### src/rtl/linear_pkg.sv
// Shared types and width helpers for the sequential linear layer.
// Latency: n/a (declarations only).
// Backpressure: n/a.
//
// Contents: FSM state enum, accumulator width helper, counter width helper.
package linear_pkg;

    typedef enum logic [1:0] {
        IDLE    = 2'd0,
        COMPUTE = 2'd1,
        DONE    = 2'd2
    } state_t;

    // Worst-case sum of nin products of two signed width-bit values:
    // each product needs 2*width bits, and nin of them add clog2(nin) bits.
    function automatic int acc_width(input int width, input int nin);
        return 2 * width + $clog2(nin);
    endfunction

    // Counter width for a count range 0..n-1, never narrower than one bit.
    function automatic int cnt_width(input int n);
        return (n <= 1) ? 1 : $clog2(n);
    endfunction

endpackage

### src/rtl/mac_unit.sv
// Signed multiply-accumulate: acc += a*b, with synchronous clear.
// Latency: sum is combinational (acc + a*b); acc updates on the next edge.
// Backpressure: none; en/clr are driven by the owning FSM each cycle.
//
// Ports: clk, rst_n (async active-low), en (accumulate), clr (zero acc,
//        wins over en), a/b (signed operands), sum (acc + a*b, ACCW bits).
module mac_unit #(
    parameter int WIDTH = 16,
    parameter int ACCW  = 34
) (
    input  logic                    clk,
    input  logic                    rst_n,
    input  logic                    en,
    input  logic                    clr,
    input  logic signed [WIDTH-1:0] a,
    input  logic signed [WIDTH-1:0] b,
    output logic signed [ACCW-1:0]  sum
);

    logic signed [2*WIDTH-1:0] prod;
    logic signed [ACCW-1:0]    acc;

    assign prod = a * b;
    // Size cast of a signed operand sign-extends to the accumulator width.
    assign sum  = acc + ACCW'(prod);

    always_ff @(posedge clk or negedge rst_n) begin
        if (!rst_n) begin
            acc <= '0;
        end else if (clr) begin
            acc <= '0;
        end else if (en) begin
            acc <= sum;
        end
    end

endmodule

### src/rtl/seq_linear_layer.sv
// Matrix-vector layer out = sat(relu(W*in >>> FRAC)) using one shared MAC.
// Latency: accept at edge T -> out_valid after edge T+NIN*NOUT.
// Backpressure: in_ready only in IDLE; result held in DONE until out_ready.
//
// Ports: clk, rst_n (async active-low); in[NIN]/in_valid/in_ready input
//        handshake; out[NOUT]/out_valid/out_ready registered result handshake.
module seq_linear_layer
    import linear_pkg::*;
#(
    parameter int WIDTH   = 16,
    parameter int NIN     = 4,
    parameter int NOUT    = 3,
    parameter int FRAC    = 0,
    parameter int RELU_EN = 0,
    parameter logic signed [WIDTH*NIN*NOUT-1:0] WEIGHTS_MATRIX_FLAT = '0
) (
    input  logic                    clk,
    input  logic                    rst_n,
    input  logic signed [WIDTH-1:0] in [0:NIN-1],
    input  logic                    in_valid,
    output logic                    in_ready,
    output logic signed [WIDTH-1:0] out [0:NOUT-1],
    output logic                    out_valid,
    input  logic                    out_ready
);

    localparam int ACCW = acc_width(WIDTH, NIN);
    localparam int NW   = NIN * NOUT;
    localparam int CW   = cnt_width(NIN);
    localparam int RW   = cnt_width(NOUT);
    localparam int KW   = cnt_width(NW);

    // Saturation bounds sign-extended to the accumulator width.
    localparam logic signed [ACCW-1:0] SAT_MAX =
        {{(ACCW-WIDTH+1){1'b0}}, {(WIDTH-1){1'b1}}};
    localparam logic signed [ACCW-1:0] SAT_MIN =
        {{(ACCW-WIDTH+1){1'b1}}, {(WIDTH-1){1'b0}}};

    state_t                  state;
    state_t                  state_nxt;
    logic [CW-1:0]           col;
    logic [RW-1:0]           row;
    logic [KW-1:0]           k;     // flat weight index row*NIN+col
    logic signed [WIDTH-1:0] in_q  [0:NIN-1];
    logic signed [WIDTH-1:0] w_rom [0:NW-1];
    logic signed [WIDTH-1:0] w_sel;
    logic signed [WIDTH-1:0] x_sel;
    logic signed [ACCW-1:0]  sum;
    logic signed [ACCW-1:0]  shifted;
    logic signed [ACCW-1:0]  rectified;
    logic signed [WIDTH-1:0] result;
    logic                    accept;
    logic                    mac_en;
    logic                    mac_clr;
    logic                    last_col;
    logic                    last_mac;

    // Unpack the flat weight parameter; row 0 col 0 sits in the MS word.
    for (genvar g = 0; g < NW; g++) begin : g_wrom
        assign w_rom[g] = WEIGHTS_MATRIX_FLAT[(NW-g)*WIDTH-1 -: WIDTH];
    end

    assign w_sel    = w_rom[k];
    assign x_sel    = in_q[col];
    assign last_col = (col == CW'(NIN-1));
    assign last_mac = last_col && (row == RW'(NOUT-1));

    mac_unit #(
        .WIDTH (WIDTH),
        .ACCW  (ACCW)
    ) u_mac (
        .clk   (clk),
        .rst_n (rst_n),
        .en    (mac_en),
        .clr   (mac_clr),
        .a     (w_sel),
        .b     (x_sel),
        .sum   (sum)
    );

    // Post-processing of the completed row sum: shift, optional ReLU, clamp.
    always_comb begin
        shifted   = sum >>> FRAC;
        rectified = shifted;
        if ((RELU_EN != 0) && shifted[ACCW-1]) begin
            rectified = '0;
        end
        if (rectified > SAT_MAX) begin
            result = SAT_MAX[WIDTH-1:0];
        end else if (rectified < SAT_MIN) begin
            result = SAT_MIN[WIDTH-1:0];
        end else begin
            result = rectified[WIDTH-1:0];
        end
    end

    always_ff @(posedge clk or negedge rst_n) begin
        if (!rst_n) begin
            state <= IDLE;
        end else begin
            state <= state_nxt;
        end
    end

    always_comb begin
        state_nxt = state;
        in_ready  = 1'b0;
        out_valid = 1'b0;
        accept    = 1'b0;
        mac_en    = 1'b0;
        mac_clr   = 1'b0;
        case (state)
            IDLE: begin
                in_ready = 1'b1;
                if (in_valid) begin
                    accept    = 1'b1;
                    mac_clr   = 1'b1;
                    state_nxt = COMPUTE;
                end
            end
            COMPUTE: begin
                mac_en = 1'b1;
                // The final product of a row goes straight to out via sum,
                // so the accumulator restarts at zero for the next row.
                mac_clr = last_col;
                if (last_mac) begin
                    state_nxt = DONE;
                end
            end
            DONE: begin
                out_valid = 1'b1;
                if (out_ready) begin
                    state_nxt = IDLE;
                end
            end
            default: begin
                state_nxt = IDLE;
            end
        endcase
    end

    always_ff @(posedge clk or negedge rst_n) begin
        if (!rst_n) begin
            col <= '0;
            row <= '0;
            k   <= '0;
            for (int i = 0; i < NIN; i++) begin
                in_q[i] <= '0;
            end
            for (int i = 0; i < NOUT; i++) begin
                out[i] <= '0;
            end
        end else begin
            if (accept) begin
                in_q <= in;
                col  <= '0;
                row  <= '0;
                k    <= '0;
            end
            if (mac_en) begin
                if (last_col) begin
                    out[row] <= result;
                    col      <= '0;
                    row      <= last_mac ? '0 : row + 1'b1;
                end else begin
                    col <= col + 1'b1;
                end
                k <= last_mac ? '0 : k + 1'b1;
            end
        end
    end

endmodule

### config.mk
export PLATFORM = sky130hd
export DESIGN_NAME = seq_linear_layer
export DESIGN_NICKNAME = d
export VERILOG_FILES = /design/src/rtl/linear_pkg.sv /design/src/rtl/mac_unit.sv /design/src/rtl/seq_linear_layer.sv
export SDC_FILE = /design/constraint.sdc
export NUM_CORES = 1
export LEC_CHECK = 0
export ABC_AREA = 1
export BUFFER_PORTS_ARGS = -buffer_cell sky130_fd_sc_hd__buf_2
export CORE_MARGIN = 1
export CORE_UTILIZATION = 40
export CTS_BUF_LIST = sky130_fd_sc_hd__clkbuf_4
export DETAILED_ROUTE_END_ITERATION = 8
export PLACE_DENSITY_LB_ADDON = 0.08
export SLEW_MARGIN = 20
export SYNTH_ARGS = -nofsm -noshare
export SYNTH_HDL_FRONTEND = slang
export SYNTH_SLANG_ARGS = --single-unit
### constraint.sdc
create_clock -name clk -period 5.3 [get_ports clk]
set_input_delay 0 -clock clk [delete_from_list [all_inputs] [get_ports clk]]
set_output_delay 0 -clock clk [all_outputs]
set_load 0.02 [all_outputs]
==> impl_metrics.tcl, run 1 <==
set metrics [dict create \
    outcome "completed" \
    route.detailed.drc 0 \
    hold_ws_ns 0.278 \
    async_reset_ff_share_pct 100 \
    yosysWarnings 0 \
    r2r-end "out[14]" \
    nNetsFinal 594 \
    synth_seq_cells 35 \
    rr_worst_depth 25 \
    pin_count 118 \
    worst_pin_slew_ns 0.892 \
    post-route-period-util_pct 81.1 \
    antennaDiodeCount 0 \
    endpoint_kind "register" \
    placed_area_mm2 0.00350 \
    hpwl_um 5570 \
    grt_setup_unrepaired "no" \
    hold_buffers 6 \
    synth-edff-count 0 \
    first_pass_iters 6 \
    insertion_delay_ns 0.33 \
    cp_slowest_cell "dfrtp_1" \
    grt_max_degree 36 \
    ys_types 34 \
    synthCells 448 \
    synth_area_mm2 0.00343 \
    start_util_pct 41.5 \
    vias_per_cell 4.76 \
    drt-initial-drc-count 87 \
    start_kind "register" \
    die_area_mm2 0.00895 \
    yosysTopAreaCell "dfrtp_1" \
    vias 2744 \
    avgSynthCellArea_um2 7.66 \
    min_period_ns 4.30 \
    clockRootBuffer "clkbuf_4" \
    cts_setup_buffers 0 \
    cts_tree "built" \
    critPathMaxStageDelay_ns 0.45 \
    setup-violations-final 0 \
    grt_overflow_total 0 \
    yosysSeqAreaShare_pct 25.5 \
    hold_viol_final 0 \
    fin_cells 576 \
    finalWeightedCongestion 0.797 \
    numCtsBuffers 5 \
    critPathKind "register to register" \
    layout_commonest_cell "nand2_1" \
    area_growth_syn_to_layout_pct 6.06 \
    antenna_found_initial 0 \
    cp.required_ns 5.54 \
    cp.arrival_ns 4.54 \
    wire_per_inst_um 12.1 \
    synth_top_area_share_pct 25.5 \
    clock-skew-final_ns 0.00393 \
    maxCapViolations 0 \
    finalWirelength_um 6970 \
    path_buf_inv 4 \
    fmax_ghz 0.233 \
    drv_slew 0 \
    htree_levels 2 \
    min_path_type "primary input to async pin" \
    port_buffers 57 \
    tns_ns 0 \
    synthFlopType "dfrtp_1" \
    layout-drive-gt1-share_pct 21.7 \
    die_width_um 94.6 \
    grt_first_pass_wirelength_um 11600 \
    dpl.cell_count 562 \
    clock-sinks 35 \
    crit_family "adder cells" \
    row_count 33 \
    grt_use_total_pct 16.5 \
    crit_fanout 20 \
    synth_fp_nets 572 \
    design_area_mm2 0.00364 \
    grt_pass1_vias 2527 \
    mostFrequentLayoutCells "nand2_1 (107), buf_2 (57), ha_1 (54), inv_1 (51), nand3_1 (41)" \
    clk_path_buf_depth 2 \
    netlist_top_cells_area "dfrtp_1 (26%), ha_1 (20%), nand2_1 (12%)" \
    ctsResizeCount 0 \
    ff2ff_setup_slack_ns 1.00 \
    clk_pin_slew_worst_paths_ns 0.11 \
    detail-route-antenna-nets 0 \
    coreArea_mm2 0.00826 \
    relSlewSlack_pct 40.4 \
    die_y_um 94.6 \
    fill_cells 877 \
    rr_startpoint "col[0]" \
]
-- synthesized netlist by cell type, types with 5 or more instances --
cell,count
inv_1,51
buf_4,42
inv_2,7
o21ai_0,18
clkbuf_1,5
nand2_1,107
ha_1,54
nand3_1,41
nor2_2,5
nand2_2,10
nor2_1,19
a21oi_1,10
dfrtp_1,35
-- metrics by stage --
stage | utilization [%] | setup WS (ns)
2_1_floorplan | - | 1.61
3_3_place_gp | 42.4 | 1.01
3_5_place_dp | 42.4 | 1.01
4_1_cts | 44.0 | 0.993
5_1_grt | 44.0 | 0.610
6_report | 44.0 | 1.00
-- per-layer routing --
metal / up-vias / GRT usage (%) / routed length, µm
li1: 1467 / - / -
met1: 1229 / 22.1 / 3420
met2: 39 / 27.8 / 3270
met3: 9 / 2.98 / 203
met4: 0 / 3.66 / 80
met5: - / 0 / 0
-- worst max-delay path by stage --
stage,startpoint,endpoint,slack (ns),cells after the start
after CTS,col[0],out[30],0.99,25
after global placement,col[0],out[30],1.01,25
after detailed placement,col[0],out[14],1.01,25
after floorplan,col[0],out[30],1.61,24
after global routing,col[0],out[30],0.61,25
final,col[0],out[14],1.00,25
-- kinds of logic after synthesis --
family	synth area share (%)
fa+ha+maj	20.9
xor+xnor	1.93
buf+inv	16.5
mux	1.31
compound gates	7.44
simple gates	26.4
flops	25.5
-- cell type report --
cell class	count	area, µm²	share of cell area (%)
clock buffer	5	37.5	1.03
sequential	35	876	24.1
tap	105	131	3.61
clock inverter	3	38.8	1.07
inverter	59	221	6.09
timing repair buffer	63	345	9.49
multi-input combinational	306	1990	54.6
-- registers in the layout (all words and copies together) (netlist names) --
name and flops:
in_q 4, state 2, col 2, out 6, u_mac.acc 19, row 2
Power of run 1 is left out: the tool's default activity adds up to more than one toggle a clock period on the data nets, which glitch-free logic cannot reach.
==> run 2, diff against run 1 <==
ABC_AREA = 0   (was 1)
clock period = 3.5 ns   (was 5.3 ns; I/O delays follow)
==> run 2 against run 1 <==
Register-to-register slack got worse by 1.8 ns. Maximum frequency increased by 0.19%. Critical endpoint unchanged. Non-clock buffer count grew 54. Worst setup slack worse by 1.8 ns. Core utilization is 9.3 points higher. Final area grew 8.0%. Count of clock-buffer cells in the layout is 2 higher. The run now ends with setup timing left. Critical path depth is 8 lower.
==> impl_metrics.tcl, run 2 <==
set metrics [dict create \
    outcome "finished, violations left" \
    violations "setup timing" \
    tns_ns -7.87 \
    min_period_ns 4.29 \
    synthFlopType "dfrtp_1" \
    dpl.cell_count 475 \
    drv_slew 0 \
    yosysMostFrequentCell "ha_1" \
    die_width_um 89.8 \
    critPathKind "register to register" \
    start_kind "register" \
    top_register "u_mac.acc" \
    grt_max_degree 36 \
    cp.arrival_ns 4.52 \
    finalWirelength_um 6900 \
    synth_seq_cells 35 \
    crit_family "adder cells" \
    antennaDiodeCount 0 \
    cts_tree "built" \
    drt-initial-drc-count 86 \
    vias 2509 \
    fin_cells 497 \
    yosysTopAreaCell "dfrtp_1" \
    clock-skew-final_ns 0.00907 \
    die_area_mm2 0.00806 \
    antenna_found_initial 0 \
    grt_pass1_vias 2557 \
    port_buffers 57 \
    top_regs "u_mac.acc x19, out x6, in_q x4" \
    finalWeightedCongestion 0.828 \
    nNetsFinal 521 \
    clock-sinks 35 \
    hpwl_um 5200 \
    insertion_delay_ns 0.34 \
    pin_count 118 \
    mostFrequentLayoutCells "buf_2 (57), buf_4 (49), ha_1 (46), dfrtp_1 (35), nand2_1 (22)" \
    endpoint_kind "register" \
    async_reset_ff_share_pct 100 \
    setup_slack_ns -0.791 \
    clk_pin_slew_worst_paths_ns 0.12 \
    area_growth_syn_to_layout_pct 27.4 \
    netlist_top_cells_area "dfrtp_1 (28%), ha_1 (22%), buf_4 (10%)" \
    synth-edff-count 0 \
    hold_viol_final 0 \
    cp_slowest_cell "mux4_2" \
    route.detailed.drc 0 \
    crit_fanout 3 \
    synth_area_mm2 0.00308 \
    synth_common_cells "ha_1 (54), buf_4 (42), dfrtp_1 (35)" \
    grt_setup_unrepaired "yes" \
    grt_overflow_total 0 \
    worstPathCellList "mux4_2, ha_4, ha_4, ha_4, ha_4, fa_2, buf_4, buf_6, ha_4, a21oi_4, o211ai_4, o221ai_4, and2b_1, xnor2_2, nor4_2, nand4b_1, a22o_1" \
    fmax_ghz 0.233 \
    largest_reg_flops 19 \
    relSlewSlack_pct 36.0 \
    critPathMaxStageDelay_ns 0.56 \
    layout_commonest_cell "buf_2" \
    detail-route-antenna-nets 0 \
    grt_use_total_pct 18.7 \
    setup-violations-final 17 \
    vias_per_cell 5.05 \
    yosysSeqAreaShare_pct 28.4 \
    avgSynthCellArea_um2 9.60 \
    synth_top_area_share_pct 28.4 \
    start_util_pct 41.8 \
    min_path_type "primary input to register" \
    cp.required_ns 3.73 \
    row_count 31 \
    numCtsBuffers 5 \
    worst_pin_slew_ns 0.956 \
    synth_fp_nets 445 \
    ys_types 50 \
    maxCapViolations 0 \
    post-route-period-util_pct 123 \
    yosysWarnings 0 \
    layout-drive-gt1-share_pct 40.7 \
    clockRootBuffer "clkbuf_4" \
    synthCells 321 \
    coreArea_mm2 0.00737 \
    wire_per_inst_um 13.9 \
    dp_slack_ns -0.875 \
    clk_path_buf_depth 2 \
    first_pass_iters 4 \
    die_y_um 89.8 \
    grt_first_pass_wirelength_um 12100 \
    htree_levels 2 \
    cp_common_cell "ha_4" \
    path_buf_inv 2 \
]
[run 2: what timing repair did]
item	4_1_cts	5_1_grt
pin swaps	12	6
buffers inserted	6	2
hold buffers	6	0
endpoints found under the hold margin	40	0
gates resized for setup	26	8
endpoints found under the setup margin	18	19
[run 2: final cells by class]
type                       instances  area [µm²]
tap                               99         124
fill                             690        3440
multi-input combinational        224        2050
clock buffer                       7        52.6
clock inverter                     1        5.00
timing repair buffer             117         769
inverter                          14        52.6
sequential                        35         876
[run 2: logic make-up (layout without fill, tap and decap cells)]
family,Yosys count,count (layout),synth area share (%)
AO/OA/AOI/OAI,76,76,17.1
AND/OR/NAND/NOR,69,69,11.0
buffers and inverters,62,139,12.9
adder cells (fa/ha/maj),56,56,23.2
flip-flops,35,35,28.4
XOR/XNOR,18,18,5.11
multiplexers,5,5,2.19
[run 2: path summary, 6_finish.rpt]
check                      cells after the start  slack [ns]             to     startpoint
setup / recovery                              17       -0.79        out[14]         col[0]
hold / removal                                 5        0.19  u_mac.acc[23]       in_valid
setup reg to reg                              17       -0.79        out[14]         col[0]
hold reg to reg                                2        0.50  u_mac.acc[30]  u_mac.acc[30]
max in group asynchronous                      2        2.72  u_mac.acc[29]          rst_n
min in group asynchronous                      2        0.27       in_q[31]          rst_n
[run 2: metrics by stage]
stage | hold slack (ns) | utilization (%) | cell area (µm²)
2_1_floorplan | -0.296 | - | 3170
3_3_place_gp | 0.145 | 48.6 | 3580
3_5_place_dp | 0.140 | 48.6 | 3580
4_1_cts | 0.178 | 52.5 | 3870
5_1_grt | 0.204 | 53.3 | 3930
6_report | 0.186 | 53.3 | 3930
[run 2: tightest hold or removal path: stages]
cell and delay (ns):
buf_2 0.08, o21bai_1 0.06, buf_4 0.22, nand2_1 0.09, o21ai_1 0.05
[run 2: routing by layer]
layer	wire [µm]	global-route usage, %	vias to the layer above
met4	119	6.69	0
li1	-	-	1264
met2	3360	33.3	62
met1	3180	22.7	1174
met5	0	0	-
met3	235	2.96	9
Power of run 2 is left out for the same reason.
==> run 3, diff against run 2 <==
ABC_AREA = 1   (was 0)
==> run 3 against run 2 <==
The flow still finishes with violations (setup timing). Die area is 11% higher. Global-route usage is 0.93 points lower. Worst setup slack better by 0.75 ns. Largest cell class unchanged.
==> impl_metrics.tcl, run 3 (synthesized netlist as in run 1, its figures left out) <==
set metrics [dict create \
    cp.required_ns 3.74 \
    post-route-period-util_pct 101 \
    route.detailed.drc 0 \
    die_area_mm2 0.00895 \
    antenna_found_initial 0 \
    pin_count 118 \
    drt-initial-drc-count 72 \
    crit_fanout 4 \
    wire_per_inst_um 12.8 \
    nNetsFinal 611 \
    critPathKind "register to register" \
    vias 2830 \
    hold_ws_ns 0.271 \
    port_buffers 57 \
    mostFrequentLayoutCells "nand2_1 (100), buf_2 (57), inv_1 (48), ha_1 (48), dfrtp_1 (35)" \
    relSlewSlack_pct 36.4 \
    clock-skew-final_ns 0.0123 \
    layout-drive-gt1-share_pct 29.9 \
    clk_pin_slew_worst_paths_ns 0.12 \
    coreArea_mm2 0.00826 \
    top_register "u_mac.acc" \
    antennaDiodeCount 0 \
    grt_pass1_vias 2633 \
    cp.arrival_ns 3.79 \
    layout_commonest_cell "nand2_1" \
    outcome "finished, violations left" \
    insertion_delay_ns 0.34 \
    detail-route-antenna-nets 0 \
    vias_per_cell 4.77 \
    min_path_type "primary input to async pin" \
    hold_viol_final 0 \
    grt_max_degree 36 \
    worst_pin_slew_ns 0.952 \
    start_util_pct 41.5 \
    min_period_ns 3.54 \
    fmax_ghz 0.282 \
    die_y_um 94.6 \
    htree_levels 2 \
    grt_overflow_total 0 \
    setup_slack_ns -0.0441 \
    violations "setup timing" \
    cts_tree "built" \
    setup-violations-final 3 \
    first_pass_iters 4 \
    finalWeightedCongestion 0.811 \
    maxCapViolations 0 \
    area_growth_syn_to_layout_pct 15.0 \
    largest_reg_flops 19 \
    endpoint_kind "register" \
    grt_first_pass_wirelength_um 12300 \
    finalWirelength_um 7590 \
    start_kind "register" \
    row_count 33 \
    grt_setup_unrepaired "yes" \
    top_regs "u_mac.acc x19, out x6, in_q x4" \
    clockRootBuffer "clkbuf_4" \
    hpwl_um 5870 \
    die_width_um 94.6 \
    clock-sinks 35 \
    drv_slew 0 \
    clk_path_buf_depth 2 \
    numCtsBuffers 5 \
    grt_use_total_pct 17.8 \
]
-- run 3: cell count changes in the layout (fill, tap and decap cells not counted), sizes merged, moves of 12 or more --
cell   change
inv       +44
nand2     +95
nor2      +12
a22o      -14
nand3     +32
buf       -37
-- run 3: path summary, 6_finish.rpt --
| check | start | end | slack, ns | cells past startpoint |
|---|---|---|---|---|
| setup / recovery | col[0] | out[30] | -0.04 | 23 |
| hold / removal | rst_n | out[15] | 0.27 | 2 |
| setup reg to reg | col[0] | out[30] | -0.04 | 23 |
| hold reg to reg | out[47] | out[47] | 0.49 | 2 |
| max in group asynchronous | rst_n | u_mac.acc[18] | 2.70 | 2 |
| min in group clk | out_ready | state[1] | 0.36 | 3 |
-- run 3: through the flow --
step	std cells	instance area (µm²)	TNS, ns	utilization (%)	worst slack, ns
after floorplan	448	3450	0	-	0.00767
after global placement	577	3640	-0.854	44.1	-0.197
after detailed placement	577	3640	-1.13	44.1	-0.209
after CTS	593	3880	-0.115	47.0	-0.0455
after global routing	593	3950	-0.727	47.8	-0.228
final	593	3950	-0.0939	47.8	-0.0441
-- run 3: routing by layer --
metal / routed length (µm) / GRT usage [%] / vias to the layer above
met2: 3880 / 32.1 / 43
met3: 212 / 2.82 / 7
met4: 50 / 2.90 / 0
li1: - / - / 1499
met1: 3450 / 22.5 / 1281
met5: 0 / 0 / -
-- run 3: cell type report --
class,count,area [µm²]
well taps,105,131
clock buffers,5,37.5
fillers,827,4310
clock inverters,3,38.8
repair buffers,80,477
multi-input cells,306,2160
inverters,59,226
flip-flops and latches,35,876
-- run 3: repair_timing --
| action | in CTS | in global routing |
|---|---|---|
| hold endpoints to repair | 40 | 0 |
| pin swaps | 8 | 4 |
| resized for setup | 14 | 18 |
| setup endpoints to repair | 7 | 11 |
| buffers inserted | 2 | 0 |
| hold buffers | 6 | 0 |
-- run 3: critical path, cell delays in order (launching register included) --
cell	delay, ns
dfrtp_1	0.42
inv_2	0.07
nand2_2	0.06
nand3_2	0.09
nand2_4	0.10
inv_6	0.04
ha_4	0.15
ha_4	0.15
ha_4	0.21
ha_4	0.15
fa_1	0.52
inv_2	0.05
fa_2	0.54
nand2_1	0.05
nor2_1	0.11
nand3_2	0.09
nor2_2	0.12
nand2_1	0.09
nor2_2	0.10
nand2_2	0.07
nor2_4	0.08
nand2_2	0.07
nand3_1	0.07
nand2_1	0.06
Power of run 3 is left out for the same reason.
